**src/rtl/interpolate.sv**
```systemverilog
// Sample-rate interpolator with stb/ack handshakes on both sides.
// Each accepted input sample produces M output samples: the sample repeated
// M times (hold mode) or the sample followed by M-1 zeros (zero-stuff mode).
// The last phase of a sample can accept the next sample in the same cycle,
// so a continuous stream runs at one output per cycle with no bubbles.
module interpolate #(
    parameter int W    = 32,
    parameter int M    = 4,
    parameter bit ZERO = 1'b0
) (
    input  logic         clk,
    input  logic         rst,
    input  logic [W-1:0] s_dat,
    input  logic         s_stb,
    output logic         s_ack,
    output logic [W-1:0] m_dat,
    output logic         m_stb,
    input  logic         m_ack
);

    // Phase counter is at least one bit wide so M=1 still has a legal vector.
    localparam int            PW   = (M > 1) ? $clog2(M) : 1;
    localparam logic [PW-1:0] LAST = PW'(M - 1);

    typedef enum logic {
        IDLE = 1'b0,
        EMIT = 1'b1
    } state_t;

    state_t        state;
    logic [PW-1:0] phase;
    logic [W-1:0]  held;
    logic          last;
    logic          s_xfer;
    logic          m_xfer;

    // m_stb is the decoded state register, so it is glitch-free and registered.
    assign m_stb = (state == EMIT);
    assign last  = (phase == LAST);

    // NOTE: s_ack is combinational from m_ack on the final phase; this is what
    // lets a new sample load in the same cycle the last output leaves, giving
    // full throughput without a bubble. It is never a path from s_dat to m_dat.
    assign s_ack  = !m_stb || (last && m_ack);
    assign s_xfer = s_stb && s_ack;
    assign m_xfer = m_stb && m_ack;

    // Sample load, phase advance and output data generation.
    // NOTE: all state uses non-blocking assignments so every register samples
    // the pre-edge values; blocking here would create order-dependent races.
    always_ff @(posedge clk or negedge rst) begin
        if (!rst) begin
            state <= IDLE;
            phase <= '0;
            held  <= '0;
            m_dat <= '0;
        end else if (s_xfer) begin
            // Idle load, or back-to-back reload on the final phase.
            state <= EMIT;
            phase <= '0;
            held  <= s_dat;
            m_dat <= s_dat;
        end else if (m_xfer) begin
            if (last) begin
                state <= IDLE;
                phase <= '0;
            end else begin
                phase <= phase + PW'(1);
                m_dat <= ZERO ? '0 : held;
            end
        end
    end

endmodule

```
**config.mk**
```make
export PLATFORM = sky130hd
export DESIGN_NAME = interpolate
export DESIGN_NICKNAME = d
export VERILOG_FILES = /design/src/rtl/interpolate.sv
export SDC_FILE = /design/constraint.sdc
export NUM_CORES = 1
export LEC_CHECK = 0
export ABC_AREA = 1
export CELL_PAD_IN_SITES_DETAIL_PLACEMENT = 0
export CELL_PAD_IN_SITES_GLOBAL_PLACEMENT = 1
export CORE_ASPECT_RATIO = 1.1
export CORE_MARGIN = 10
export CORE_UTILIZATION = 30
export CTS_CLUSTER_SIZE = 8
export DETAILED_ROUTE_END_ITERATION = 6
export PLACE_DENSITY_LB_ADDON = 0.25
export SYNTH_ARGS = -nofsm -noshare
export SYNTH_HDL_FRONTEND = slang
export SYNTH_SLANG_ARGS = --single-unit
```
**constraint.sdc**
```tcl
create_clock -name clk -period 1.7 [get_ports clk]
set_input_delay 0.34 -clock clk [delete_from_list [all_inputs] [get_ports clk]]
set_output_delay 0.34 -clock clk [all_outputs]
set_load 0.02 [all_outputs]
```
# --- Yosys cells after proc, flatten, opt, wreduce, memory -nomap -nowiden ---
# Cells that the tools add are included.
totals:
  regBits: 67
  latchBits: 0
  ramBits: 0
  mem_bits_ro: 0
  input_bits: 36
  out_inout_bits: 34
  mem_count: 0
classes:
  add_sub_neg: 1
  n_mul: 0
  div_mod_pow: 0
  n_lt_le_gt_ge: 0
  n_eq_ne: 2
  shift: 0
  n_mux: 9
  bitwise_logic: 0
  reduce_logical: 9
ops:
  columns: ["cell", "count"]
  rows:
  - ["32-bit two-way mux", 3]
  - ["2-bit two-way mux", 3]
  - ["2-bit AND reduction", 2]
  - ["2-bit nonzero test", 2]
  - ["1-bit logical AND", 3]
  - ["1-bit two-way mux", 3]
  - ["2-bit by 1-bit adder with 2-bit output (second input constant)", 1]
  - ["2-bit == test (second input constant)", 1]
  - ["2-bit by 1-bit inequality test with 1-bit output (second input constant)", 1]
  - ["1-bit zero test", 1]
  - ["1-bit logical OR", 1]

# --- Longest topological paths before layout ---
depth:
  ltp_word: 6
  mapped_depth: 9
  ltp_nobuf: 7

# --- Worst setup path before layout ---
# Ideal clock, no wire load.
synth_path:
  path_kind: "reg-to-reg"
  startpoint: "register state, in the netlist m_stb"
  endpoint: "register held[0]"
  setup_ns: 0.119
  arrival_time_ns: 1.180
  required_ns: 1.581
  setup_slack_ns: 0.401
  path_stages_with_launch: 5
  path_buffers: 1
  synth_period_minus_slack_ns: 1.299
  cell_sequence: "dfrtp_1 > nand2_2 > buf_2 > nand3_1 > and2_1"
synth_between:
  elab_chain_cells: 3
synth_lines:
  columns: ["element", "line", "source"]
  rows:
  - ["from (decl)", "30", "state_t state;"]
  - ["from (signal assigned)", "53", "state <= IDLE;"]
  - ["from (signal assigned)", "59", "state <= EMIT;"]
  - ["from (signal assigned)", "65", "state <= IDLE;"]
  - ["1-bit zero test", "44", "assign s_ack = !m_stb || (last && m_ack);"]
  - ["1-bit logical OR", "44", null]
  - ["net s_ack", "15", "output logic s_ack,"]
  - ["1-bit logical AND", "45", "assign s_xfer = s_stb && s_ack;"]
  - ["to (signal assigned)", "61", "held <= s_dat;"]
  - ["to (decl)", "32", "logic [W-1:0] held;"]
# The timed path passes the listed nets, and every way through them passes these cells.
# A chain may end at the register's enable or synchronous reset.

# --- Worst setup path in the final report ---
layout_path:
  startpoint: "register m_dat[26]"
  endpoint: "output port m_dat[26]"
layout_rtl:
  columns: ["element", "line", "source"]
  rows:
  - ["from (decl)", "16", "output logic [W-1:0] m_dat,"]
  - ["from (signal assigned)", "62", "m_dat <= s_dat;"]
  - ["from (signal assigned)", "69", "m_dat <= ZERO ? '0 : held;"]
# No word-level cell between the ends.

==> metrics.md <==
| Metric | Value |
|---|---|
| Fmax | `607 MHz` |
| Synth Cell Area | `3030 µm²` |
| Initial antenna violation count | `0` |
| Critical path fanouts, max | `2` |
| P_sw | `2.58 mW` |
| Ratio of cells with drive above 1 in the final layout | `0.0913` |
| # rows | `38` |
| DPL Wire Length | `5270 µm` |
| HP Class | `primary input to flop` |
| Least-Margin Pin Slew | `0.533 ns` |
| Lkg Pwr | `2.30 nW` |
| Final #Nets | `between 400 and 500` |
| Cell breakdown of the critical path | `clkdlybuf4s50_1` |
| Final count of hold timing violations | `0` |
| Clk buf depth | `2` |
| Ys Warns | `0` |
| Internal | `4.40 mW` |
| # DRC | `0` |
| Initial Utilization | `0.308` |
| Layout area overhead | `37.6%` |
| Post-DR vias/cell | `4.32` |
| Finished Cell Area | `approximately 4200 µm²` |
| Combinational Power Share | `0.443` |
| CP Data Arrival Time | `about 1.3 ns` |
| Gr ovfl total | `0` |
| First-pass GRT wire length | `around 13000 µm` |
| Via count | `2458` |
| CTS tree | `done` |
| Largest stage delay, worst path | `about 0.6 ns` |
| CP required | `between 1 and 1.5 ns` |
| Status | `finished, final reports clean` |
| Die Y | `125 µm` |
| Clock-pin slew on the worst setup and hold paths | `0.07 ns` |
| Post-Route WL | `7530 µm` |
| RSZ-0062 raised after global routing | `no` |
| Cts bufs inserted | `9` |
| Cell Pwr Density | `1680 nW/µm²` |
| Sink Count | `67` |
| Crit path launch | `m_dat[26]$_DFFE_PN0P_` |
| Max-cap viol count | `0` |
| Antenna cells | `0` |
| WL per Instance | `around 13 µm` |
| Vias in the first global route | `roughly 2700` |
| Sequential fraction of the synthesis area | `0.554` |
| Most common cell after layout, fill and taps aside | `nand2_1` |
| Setup CP Type | `flop to output port` |
| Syn Nets | `approximately 400` |
| Overall power | `6.98 mW` |
| # setup viols final | `0` |
| Mean post-synth cell area | `8.36 µm²` |
| Reg power frac | `0.380` |
| Place WS | `-0.284 ns` |
| Die X | `116 µm` |
| Most frequent cells in the layout | `nand2_1 (103), inv_1 (67), dfrtp_1 (67)` |
| Clk root buf | `clkbuf_8` |
| Die ar. | `approximately 15000 µm²` |
| Nature of the critical path endpoint | `output port` |
| Placer Congestion | `0.705` |
| Worst Min Path Start | `s_stb` |
| Final Max Slew Viols | `0` |
| DR iter-0 viols | `107` |
| Crit path max-delay family | `buffers and inverters` |
| Max_slew headroom | `0.644` |
| Initial DRT Pass Iterations | `4` |
| Htree depth | `3` |
| Post-synthesis cell type count | `16` |
| Largest net degree at the start of global routing | `28` |
| Worst setup margin | `0.0516 ns` |
| Clock Latency Late Sink | `0.34 ns` |
| Dpl cell area | `3940 µm²` |
| Sw Ratio | `0.369` |
| Input/output buffers | `69` |
| Clock Power Share | `0.177` |
| Ports | `70` |
| Final Skew | `0.00954 ns` |
| Setup crit start kind | `flop` |
| Min cycle time layout | `1.65 ns` |
| Routed Antenna Nets | `0` |
| CP max-delay cell | `clkdlybuf4s50_1` |
| Max VDD drop | `between 0.6 and 0.7 mV` |
| Core area | `9840 µm²` |
| Worst Path Buf+Inv | `1` |
| Period utilization | `0.970` |
| #FFs+latches synth | `67` |
| All-layer global routing usage | `0.113` |
| RR Startpoint | `phase[0]$_DFFE_PN0P_` |
| Cells after synthesis | `362` |
==> metal layers <==
metal / part of all wire / vias to the layer above / GRT usage
met4: 0.015 / 0 / 0.0405
met1: 0.45 / 1132 / 0.137
li1: - / 1255 / -
met2: 0.45 / 61 / 0.171
met3: 0.083 / 10 / 0.0516
met5: 0 / - / 0
==> cells in the mapped netlist, drive strengths merged <==
cell type / count / area [µm²]
clkbuf: 2 / 7.51
o21ai: 2 / 10.0
and2: 32 / 200
buf: 14 / 106
nand4: 1 / 6.26
nand2: 106 / 405
dfrtp: 67 / 1680
nor2: 2 / 15.0
nand3: 65 / 325
ha: 1 / 12.5
inv: 70 / 263
==> state kept, by name (all words and copies together), names as in the netlist <==
name and cells:
phase 2, m_stb 1, m_dat 32, held 32
==> repair_timing <==
action / in CTS / in global routing
hold endpoints to repair: 18 / 0
endpoints found under the setup margin: 5 / 17
hold buffers: 1 / 0
setup buffers: 0 / 0
gates resized for setup: 8 / 17
==> cell families after synthesis <==
family,Yosys count,share of synthesized area
fa+ha+maj,1,0.00413
compound gates,2,0.00331
flops,67,0.554
buf+inv,86,0.124
simple gates,206,0.314
==> final cells by class <==
type	instances	area, µm²
Clock buffer	14	173
Clock inverter	1	7.51
Fill cell	1020	5680
Inverter	70	263
Multi-Input combinational cell	209	975
Sequential cell	67	1680
Tap cell	120	150
Timing Repair Buffer	88	921
==> path summary, 6_finish.rpt <==
check / to / slack (ns) / cells past startpoint
worst max-delay path: m_dat[26] / 0.05 / 1
worst min-delay path: m_stb$_DFFE_PN0P_ / 0.30 / 3
worst max register to register: held[20]$_DFFE_PN0P_ / 0.16 / 8
worst min register to register: m_dat[20]$_DFFE_PN0P_ / 0.47 / 2
max in group asynchronous: held[6]$_DFFE_PN0P_ / 0.65 / 3
min in group asynchronous: m_dat[17]$_DFFE_PN0P_ / 0.51 / 2
==> metrics by stage <==
| step | util | cells | TNS [ns] | hold slack (ns) |
|---|---|---|---|---|
| after global placement | 0.401 | 553 | -7.76 | 0.353 |
| after detailed placement | 0.401 | 553 | -8.35 | 0.356 |
| after floorplan | - | 362 | 0 | 0.0444 |
| final | 0.423 | 569 | 0 | 0.301 |
| after CTS | 0.419 | 569 | 0 | 0.288 |
| after global routing | 0.423 | 569 | 0 | 0.308 |
==> power by group through the flow <==
stage / combinational [mW] / sequential (mW) / clock, mW
final: 3.09 / 2.65 / 1.24
after global routing: 3.52 / 2.74 / 1.36
after global placement: 3.21 / 2.69 / 0
after floorplan: 1.37 / 3.16 / 0
after detailed placement: 3.23 / 2.70 / 0
after CTS: 3.22 / 2.68 / 1.29
(Power assumes the default switching activity.)
==> patch, RTL diff (config.mk and constraints unchanged) <==
The parameter `ZERO` goes from 1'b0 to 1'b1.
--- a/src/rtl/interpolate.sv
+++ b/src/rtl/interpolate.sv
@@ -8,3 +8,3 @@
     parameter int M    = 4,
-    parameter bit ZERO = 1'b0
+    parameter bit ZERO = 1'b1
 ) (
Formal check against the unedited RTL: not equivalent (a bounded check fails within 4 cycles, from zero or initial values and one cycle with rst low).
==> patch against the original RTL <==
Sequential power fell by 57%. Final area fell by 43%. Fmax is 2.6% higher. Total power is 56% lower. Final cell count shrank 49%. Die area down 44%. Wire length is 44% lower. Setup slack gained 0.041 ns. Sequential cell count fell by 32. Area after synthesis shrank 51%. Non-clock buffer count shrank 11. Synthesized cell count is 56% lower. First-iteration DRC count is 64% lower. Highest routed layer unchanged.
==> patch: results (changes against the original RTL) <==
Placer Congestion -> 0.6925 (-1.8%)
1st-pass router iterations -> 3 (-1)
#MultiIn Comb -> 113 (-46%)
Share of cells above drive strength 1 -> 14.41% (+5.3 points)
H-tree Lvls -> 2 (-1)
GRT Overall Usage -> 10.49% (-0.79 points)
Critical Path AT -> 1.27 ns (-0.04 ns)
M1 GR Usage -> 13.19% (-0.49 points)
Primary FF master, synth -> dfrtp_1
Dpl cells -> 284 (-49%)
Sequential-to-total area share from yosys stat -> 58.92% (+3.6 points)
Met2 Use GR -> 14.61% (-2.5 points)
Mapped Nets -> 198 (-50%)
Clock Latency Late Sink -> 0.28 ns (-0.06 ns)
Post-Syn Area -> 1486 sq um (-51%)
Seq cells -> 35 (-48%)
Vias in the first global route -> 1,369 (-48%)
Max-slew headroom at the worst pin -> 69.13% (+4.7 points)
Yosys cell types -> 12 (-4)
Synth area leaders -> dfrtp_1 (59%), nand2_1 (16%), nand3_1 (11%), nand2_2 (5.1%), buf_6 (2.3%)
Post-synth top cells -> nand2_1 (63), dfrtp_1 (35), nand3_1 (34)
Clock-cell share -> 4.976% (+0.65 points)
Hold slack -> 0.09261 ns (-0.2080 ns)
Worst Skew -> 0.005861 ns (-0.003675 ns)
WL met3 -> 485 um (-23%)
Clock Buffer Count -> 6 (-8)
Wire length on met2 -> 1.790 mm (-48%)
M3 GR Usage -> 6.250% (+1.1 points)
Worst slack, placed -> -0.2104 ns (+0.07311 ns)
Seq pwr share -> 36.8% (-1.2 points)
Sequential power -> 1.14 mW (-57%)
Status -> complete, no violations
Net Sw Power -> 1.053 mW (-59%)
Syn avg cell area -> 9.232 sq um (+10%)
VDD IR max -> 0.0005818 V (-8.9%)
DRT iter0 DRCs -> 38 (-64%)
Period utilisation layout -> 94.54% (-2.4 points)
Register-to-Register Path Depth -> 7 (-1)
Largest net degree at the start of global routing -> 36 (+29%)
FF-to-FF End -> phase[0]$_DFFE_PN0P_
Non-clk buf share -> 32.50% (+10 points)
Lkg Pwr -> 1.177 nW (-49%)
# fillers -> 462 (-55%)
Fraction of registers with async set or reset after synthesis -> 100.0% (unchanged)
Seq/total area -> 37.06% (-3.2 points)
P_clk -> 772 uW (-38%)
Area of placed instances -> 2248 sq um (-43%)
Multi-input combinational area share -> 22.02% (-1.4 points)
Routed WL per cell -> 14.48 um (+9.3%)
Nonclk buf count -> 77 (-13%)
Final instance count without filler cells -> 292 (-49%)
CTS buffer count -> 5 (-4)
Multi-input logic area -> 520.5 sq um (-47%)
HPWL after detailed placement -> 2.997 mm (-43%)
Flop-to-flop setup slack -> 0.31 ns (+0.15 ns)
Signal inverters -> 3 (-96%)
Routed via count -> 1,297 (-47%)
-- patch: cell count changes after synthesis, sizes merged, moves of 4 or more --
cell	change
and2	-32
nand2	-29
nand3	-31
inv	-67
dfrtp	-32
buf	-4
-- patch: how the worst max path moves through the flow --
| stage | startpoint | depth (start not counted) | to |
|---|---|---|---|
| after detailed placement | m_ack | 4 | s_ack |
| after global placement | m_ack | 4 | s_ack |
| final | m_dat[12]$_DFFE_PN0P_ | 1 | m_dat[12] |
| after global routing | m_dat[12]$_DFFE_PN0P_ | 1 | m_dat[12] |
| after floorplan | phase[0]$_DFFE_PN0P_ | 4 | s_ack |
| after CTS | m_stb$_DFFE_PN0P_ | 1 | m_stb |
-- patch: repair_timing --
action                                 in CTS  in global routing
setup endpoints to repair                   1                  2
endpoints found under the hold margin       0                  0
resized for setup                           3                  2
-- patch: cells by family after synthesis --
group | after synthesis | share of synthesized area [%]
and+or+nand+nor | 112 | 34.17
buffers and inverters | 13 | 6.060
adders and majority gates | 1 | 0.8416
DFF | 35 | 58.92
